`src/rtl/rlc_stream_encoder.sv`:
```
// Serial run-length encoder: one zigzag coefficient per cycle in, DC-DPCM / AC(run,level) /
// ZRL / EOB symbols out as single-word SRAM writes, with per-channel DC predictors.
module rlc_stream_encoder #(
  parameter int COEF_W = 11,
  parameter int BLK_N  = 64,
  parameter int NUM_CH = 3,
  parameter int ADDR_W = 10,
  localparam int CH_W  = (NUM_CH > 1) ? $clog2(NUM_CH) : 1,
  localparam int SYM_W = CH_W + 2 + 4 + COEF_W + 1
) (
  input  logic              clk,
  input  logic              srst_n,
  input  logic              in_valid,
  output logic              in_ready,
  input  logic [COEF_W-1:0] in_coef,
  input  logic [CH_W-1:0]   in_ch,
  input  logic              frame_start,
  output logic              wen,
  output logic [ADDR_W-1:0] sram_waddr,
  output logic [SYM_W-1:0]  sram_wdata,
  output logic              blk_done,
  output logic              overflow
);
  localparam int IDX_W = $clog2(BLK_N);
  localparam int RUN_W = (IDX_W > 5) ? IDX_W : 5;

  typedef enum logic [1:0] {S_DC, S_AC, S_ZRL} state_t;
  typedef enum logic [1:0] {SYM_DC, SYM_AC, SYM_ZRL, SYM_EOB} sym_t;

  state_t            r_state, w_state_nxt;
  logic [IDX_W-1:0]  r_idx, w_idx_nxt;
  logic [RUN_W-1:0]  r_run, w_run_nxt;
  logic [CH_W-1:0]   r_ch;
  logic [COEF_W-1:0] r_pred [NUM_CH];
  logic [COEF_W-1:0] r_held;
  logic              r_held_last;
  logic              r_in_ready, r_wen, r_blk_done, r_overflow, r_any_wr;
  logic [ADDR_W-1:0] r_waddr, r_addr_nxt;
  logic [SYM_W-1:0]  r_wdata;

  logic              w_accept, w_last, w_fs, w_wr, w_done, w_hold;
  logic [CH_W-1:0]   w_pidx, w_sym_ch;
  logic [COEF_W-1:0] w_pred;
  logic [COEF_W:0]   w_diff, w_level;
  logic [3:0]        w_sym_run;
  sym_t              w_sym_type;
  logic [ADDR_W-1:0] w_addr;

  assign w_accept = in_valid & r_in_ready;
  assign w_last   = (r_idx == IDX_W'(BLK_N - 1));
  assign w_pidx   = (int'(in_ch) >= NUM_CH) ? CH_W'(NUM_CH - 1) : in_ch;
  assign w_pred   = frame_start ? '0 : r_pred[w_pidx];
  assign w_diff   = {in_coef[COEF_W-1], in_coef} - {w_pred[COEF_W-1], w_pred};
  assign w_addr   = w_fs ? '0 : r_addr_nxt;

  always_comb begin
    w_state_nxt = r_state;
    w_idx_nxt   = r_idx;
    w_run_nxt   = r_run;
    w_wr        = 1'b0;
    w_done      = 1'b0;
    w_hold      = 1'b0;
    w_fs        = 1'b0;
    w_sym_type  = SYM_DC;
    w_sym_run   = '0;
    w_level     = '0;
    w_sym_ch    = r_ch;
    case (r_state)
      S_DC: if (w_accept) begin
        w_wr        = 1'b1;
        w_level     = w_diff;
        w_sym_ch    = in_ch;
        w_fs        = frame_start;
        w_idx_nxt   = IDX_W'(1);
        w_run_nxt   = '0;
        w_state_nxt = S_AC;
      end
      S_AC: if (w_accept) begin
        w_idx_nxt = r_idx + 1'b1;
        if (in_coef == '0) begin
          if (w_last) begin
            w_wr        = 1'b1;
            w_sym_type  = SYM_EOB;
            w_done      = 1'b1;
            w_state_nxt = S_DC;
          end else begin
            w_run_nxt = r_run + 1'b1;
          end
        end else if (r_run < RUN_W'(16)) begin
          w_wr       = 1'b1;
          w_sym_type = SYM_AC;
          w_sym_run  = r_run[3:0];
          w_level    = {in_coef[COEF_W-1], in_coef};
          w_run_nxt  = '0;
          if (w_last) begin
            w_done      = 1'b1;
            w_state_nxt = S_DC;
          end
        end else begin
          // Long run: first ZRL goes out now, the coefficient waits in r_held
          w_wr        = 1'b1;
          w_sym_type  = SYM_ZRL;
          w_sym_run   = 4'hF;
          w_run_nxt   = r_run - RUN_W'(16);
          w_hold      = 1'b1;
          w_state_nxt = S_ZRL;
        end
      end
      S_ZRL: begin
        w_wr = 1'b1;
        if (r_run >= RUN_W'(16)) begin
          w_sym_type = SYM_ZRL;
          w_sym_run  = 4'hF;
          w_run_nxt  = r_run - RUN_W'(16);
        end else begin
          w_sym_type  = SYM_AC;
          w_sym_run   = r_run[3:0];
          w_level     = {r_held[COEF_W-1], r_held};
          w_run_nxt   = '0;
          w_done      = r_held_last;
          w_state_nxt = r_held_last ? S_DC : S_AC;
        end
      end
      default: w_state_nxt = S_DC;
    endcase
  end

  always_ff @(posedge clk) begin
    if (!srst_n) begin
      r_state     <= S_DC;
      r_idx       <= '0;
      r_run       <= '0;
      r_ch        <= '0;
      r_pred      <= '{default: '0};
      r_held      <= '0;
      r_held_last <= 1'b0;
      r_in_ready  <= 1'b0;
      r_wen       <= 1'b1;
      r_waddr     <= '0;
      r_addr_nxt  <= '0;
      r_wdata     <= '0;
      r_blk_done  <= 1'b0;
      r_overflow  <= 1'b0;
      r_any_wr    <= 1'b0;
    end else begin
      r_state    <= w_state_nxt;
      r_idx      <= w_idx_nxt;
      r_run      <= w_run_nxt;
      r_in_ready <= (w_state_nxt != S_ZRL);
      r_wen      <= ~w_wr;
      r_blk_done <= w_done;
      if (r_state == S_DC && w_accept) begin
        r_ch <= in_ch;
        if (w_fs) r_pred <= '{default: '0};
        r_pred[w_pidx] <= in_coef;
      end
      if (w_hold) begin
        r_held      <= in_coef;
        r_held_last <= w_last;
      end
      if (w_wr) begin
        r_waddr    <= w_addr;
        r_addr_nxt <= w_addr + 1'b1;
        r_wdata    <= {w_sym_ch, w_sym_type, w_sym_run, w_level};
        r_any_wr   <= 1'b1;
        // Address 0 reached by increment (not by reset/frame_start) means the counter wrapped
        if (w_fs) r_overflow <= 1'b0;
        else if (r_any_wr && w_addr == '0) r_overflow <= 1'b1;
      end
    end
  end

  assign in_ready   = r_in_ready;
  assign wen        = r_wen;
  assign sram_waddr = r_waddr;
  assign sram_wdata = r_wdata;
  assign blk_done   = r_blk_done;
  assign overflow   = r_overflow;
endmodule
```
`config.mk`:
```
export PLATFORM = sky130hd
export DESIGN_NAME = rlc_stream_encoder
export DESIGN_NICKNAME = d
export VERILOG_FILES = /design/src/rtl/rlc_stream_encoder.sv
export SDC_FILE = /design/constraint.sdc
export NUM_CORES = 1
export LEC_CHECK = 0
export CORE_AREA = 3 3 98 100
export DETAILED_ROUTE_END_ITERATION = 7
export DIE_AREA = 0 0 101 103
export PLACE_DENSITY = 0.84
export SETUP_SLACK_MARGIN = 0.3
export SYNTH_ARGS = -nofsm -noshare
export SYNTH_HDL_FRONTEND = slang
export SYNTH_SLANG_ARGS = --single-unit
export TNS_END_PERCENT = 30
```
`constraint.sdc`:
```
create_clock -name clk -period 9.2 [get_ports clk]
set_clock_uncertainty 0.2 [all_clocks]
set_input_delay 1.84 -clock clk [delete_from_list [all_inputs] [get_ports clk]]
set_output_delay 1.84 -clock clk [all_outputs]
set_load 0.01 [all_outputs]
```
==> flow_metrics.env <==
export IMPL_die_area_sq_um=10400
export IMPL_syn_area_sq_um=5400
export IMPL_share_of_total_power_in_the_clock_network_pct=31.2
export IMPL_worst_slew_pin_slew_ns=1.19
export IMPL_min_delay_path_class="flip-flop to flip-flop"
export IMPL_slew_violations=0
export IMPL_routed_wirelength_microns=14200
export IMPL_filler_cell_count=747
export IMPL_clk_latency_ns=0.37
export IMPL_detailed_place_area_sq_um=5850
export IMPL_vias_per_cell=6.40
export IMPL_drive_above_1_share_pct=4.29
export IMPL_synthArstFlopShare_pct=0
export IMPL_power_density_nw_per_um2=149
export IMPL_postSynthAreaPerCell_sq_um=7.99
export IMPL_static_leakage_power_nw=2.17
export IMPL_worst_path_max_fanout=34
export IMPL_groute_usage_overall_pct=27.6
export IMPL_cts_buffers=9
export IMPL_synthesis_instances=676
export IMPL_arrival_ns=5.33
export IMPL_r2r_worst_path_cells=13
export IMPL_count_of_buffers_from_port_buffering=50
export IMPL_post_cts_resize_count=0
export IMPL_hpwl_microns=9670
export IMPL_final_min_period_over_clock_period_pct=57.2
export IMPL_power_sequential_fraction_pct=53.3
export IMPL_first_global_vias=4776
export IMPL_result_of_the_run="complete, no violations"
export IMPL_gp_congestion=0.940
export IMPL_nets=733
export IMPL_pre_cts_slack_ns=3.69
export IMPL_worstPathRequired_ns=9.27
export IMPL_routed_wire_length_per_instance_microns=17.6
export IMPL_path_clk_slew_ns=0.11
export IMPL_synth_flop_cell="sky130_fd_sc_hd__dfxtp_1"
export IMPL_critPathKind="input pin to flip-flop"
export IMPL_rows=34
export IMPL_cts_tree="done"
export IMPL_final_common_cell="sky130_fd_sc_hd__dfxtp_1"
export IMPL_max_slew_margin_rel_pct=20.1
export IMPL_overflow=0
export IMPL_internal_power_mw=0.629
export IMPL_power_share_combinational_pct=15.5
export IMPL_critical_path_startpoint_category="input pin"
export IMPL_mostFrequentLayoutCells="sky130_fd_sc_hd__dfxtp_1 (106), sky130_fd_sc_hd__nand2_1 (83), sky130_fd_sc_hd__a21oi_1 (79), sky130_fd_sc_hd__nor2_1 (65), sky130_fd_sc_hd__nand3_1 (52)"
export IMPL_grt_antenna_before_repair=0
export IMPL_htree_levels=3
export IMPL_final_util_pct=68.9
export IMPL_synth_enable_flop_cells=0
export IMPL_antenna_cell_count=0
export IMPL_hold_depth=2
export IMPL_final_hold_worst_slack_ns=0.256
export IMPL_synth_yosys_seq_area_share_pct=39.3
export IMPL_cp_end_kind="flip-flop"
export IMPL_cts_hold_buf=0
export IMPL_numClockSinks=106
export IMPL_netlist_cell_types=61
export IMPL_grt_max_degree=84
export IMPL_layout_setup_ws_ns=3.94
export IMPL_num_io_pins=51
export IMPL_net_switching_power_of_the_design_mw=0.272
export IMPL_ys_ff_latch=106
export IMPL_design_core_area_sq_um=8760
export IMPL_route_detailed_drc=0
export IMPL_max_clock_freq_mhz=190
export IMPL_switching_share_of_power_pct=30.2
export IMPL_total_via_count_after_detailed_routing=5169
export IMPL_syn_nets=714
export IMPL_floorplan_initialDensity_pct=61.6
export IMPL_die_width_microns=101
export IMPL_global_route_wire_length_before_repair_microns=23100
export IMPL_vdd_drop_max_v=0.0000836
export IMPL_antenna_left=0
export IMPL_final_cell_area_sq_um=6040
export IMPL_ctsLongestPathBuffers=2
export IMPL_drt_first_iter_violations=359
export IMPL_synth_warning_count=0
export IMPL_first_pass_iters=5
export IMPL_hold_viol_final=0
export IMPL_post_route_min_period_ns=5.26
export IMPL_area_growth_pct=11.8
export IMPL_finalSetupTns_ns=0
export IMPL_rsz0062_at_grt="no"
export IMPL_max_cap_viol_count=0
export IMPL_ctsRootBufferMaster="sky130_fd_sc_hd__clkbuf_8"
export IMPL_cts_setup_buffers=0
export IMPL_final_setup_violation_count=0
export IMPL_vertical_die_dimension_microns=103
==> per-stage QoR <==
stage	std cells	power, mW
floorplan	676	0.580
CTS	808	0.904
global route	808	0.936
global placement	792	0.624
finish	808	0.901
detailed placement	792	0.628
==> flip-flops by register name (all words and copies together), names as in the netlist <==
register and cells:
r_pred 33, sram_wdata 20, r_held 11, r_addr_nxt 10, sram_waddr 10, r_idx 6, r_run 6, r_ch 2
r_state 2, blk_done 1, in_ready 1, overflow 1, r_any_wr 1, r_held_last 1, wen 1
==> cells in the mapped netlist (3+ instances only) <==
cell | count | share of area (%)
sky130_fd_sc_hd__nand4_1 | 3 | 0.35
sky130_fd_sc_hd__nor3_1 | 7 | 0.65
sky130_fd_sc_hd__nor2_1 | 65 | 4.5
sky130_fd_sc_hd__nand2_1 | 83 | 5.8
sky130_fd_sc_hd__a21o_1 | 4 | 0.56
sky130_fd_sc_hd__o41ai_1 | 3 | 0.49
sky130_fd_sc_hd__nor2b_1 | 5 | 0.58
sky130_fd_sc_hd__clkbuf_1 | 37 | 2.6
sky130_fd_sc_hd__nand2b_1 | 11 | 1.3
sky130_fd_sc_hd__ha_1 | 20 | 4.6
sky130_fd_sc_hd__a221oi_1 | 3 | 0.49
sky130_fd_sc_hd__o21ai_0 | 43 | 4.0
sky130_fd_sc_hd__mux2i_1 | 22 | 4.1
sky130_fd_sc_hd__or3_1 | 6 | 0.70
sky130_fd_sc_hd__a22oi_1 | 22 | 3.1
sky130_fd_sc_hd__a31oi_1 | 6 | 0.70
sky130_fd_sc_hd__nand3b_1 | 5 | 0.70
sky130_fd_sc_hd__and3_1 | 9 | 1.0
sky130_fd_sc_hd__inv_1 | 16 | 1.1
sky130_fd_sc_hd__and2_1 | 7 | 0.81
sky130_fd_sc_hd__nand3_1 | 52 | 4.8
sky130_fd_sc_hd__a21oi_1 | 79 | 7.3
sky130_fd_sc_hd__a211oi_1 | 3 | 0.42
sky130_fd_sc_hd__xor2_1 | 4 | 0.65
sky130_fd_sc_hd__dfxtp_1 | 106 | 39
sky130_fd_sc_hd__buf_6 | 5 | 1.0
==> final timing paths <==
kind                            slack (ns)             to          start
worst min-delay path                  0.26  sram_waddr[5]  sram_waddr[5]
worst max register to register        5.16  r_addr_nxt[6]     r_state[1]
worst min register to register        0.26  sram_waddr[5]  sram_waddr[5]
worst max-delay path                  3.94  r_addr_nxt[6]       in_valid
==> per-layer routing <==
layer,share of wire (%),GRT usage [%]
met1,42,35.5
met5,0,0
met3,6.6,3.45
met2,49,47.7
met4,1.8,10.0
==> worst max-delay path: stages <==
cell and delay [ns]:
sky130_fd_sc_hd__clkdlybuf4s50_1 0.52, sky130_fd_sc_hd__and3_1 0.66, sky130_fd_sc_hd__nand2_1 0.89, sky130_fd_sc_hd__nand2_1 0.35
sky130_fd_sc_hd__inv_1 0.07, sky130_fd_sc_hd__ha_1 0.23, sky130_fd_sc_hd__and3_1 0.22, sky130_fd_sc_hd__nand3_1 0.11
sky130_fd_sc_hd__inv_1 0.06, sky130_fd_sc_hd__o21ai_0 0.14, sky130_fd_sc_hd__nand3_1 0.10, sky130_fd_sc_hd__o41ai_1 0.11
==> power groups by stage <==
stage          Sequential (mW)  Clock (mW)  Combinational (mW)
2_1_floorplan            0.492           0              0.0884
3_3_place_gp             0.490           0               0.134
3_5_place_dp             0.491           0               0.137
4_1_cts                  0.480       0.287               0.138
5_1_grt                  0.482       0.302               0.152
6_report                 0.480       0.282               0.139
==> area by class of cell <==
class	count	area, sq um	share of cell area, %
well taps	108	135	2.24
clock buffers	10	128	2.11
clock inverters	6	62.6	1.04
multi-input cells	509	3010	49.8
inverters	16	60.1	0.994
repair buffers	53	523	8.66
flip-flops and latches	106	2120	35.1
==> logic make-up (layout without fill, tap and decap cells) <==
| group | count (synthesis) | count (layout) | share of synthesized area [%] |
|---|---|---|---|
| adders and majority gates | 21 | 21 | 5.00 |
| xor gates and xnor gates | 6 | 6 | 0.973 |
| DFF | 106 | 106 | 39.3 |
| muxes | 23 | 23 | 4.29 |
| AOI/OAI and AO/OA | 196 | 196 | 22.9 |
| and+or+nand+nor | 263 | 263 | 22.6 |
| buffers and inverters | 61 | 85 | 4.98 |
No activity file was read; power rests on OpenSTA's default activity.
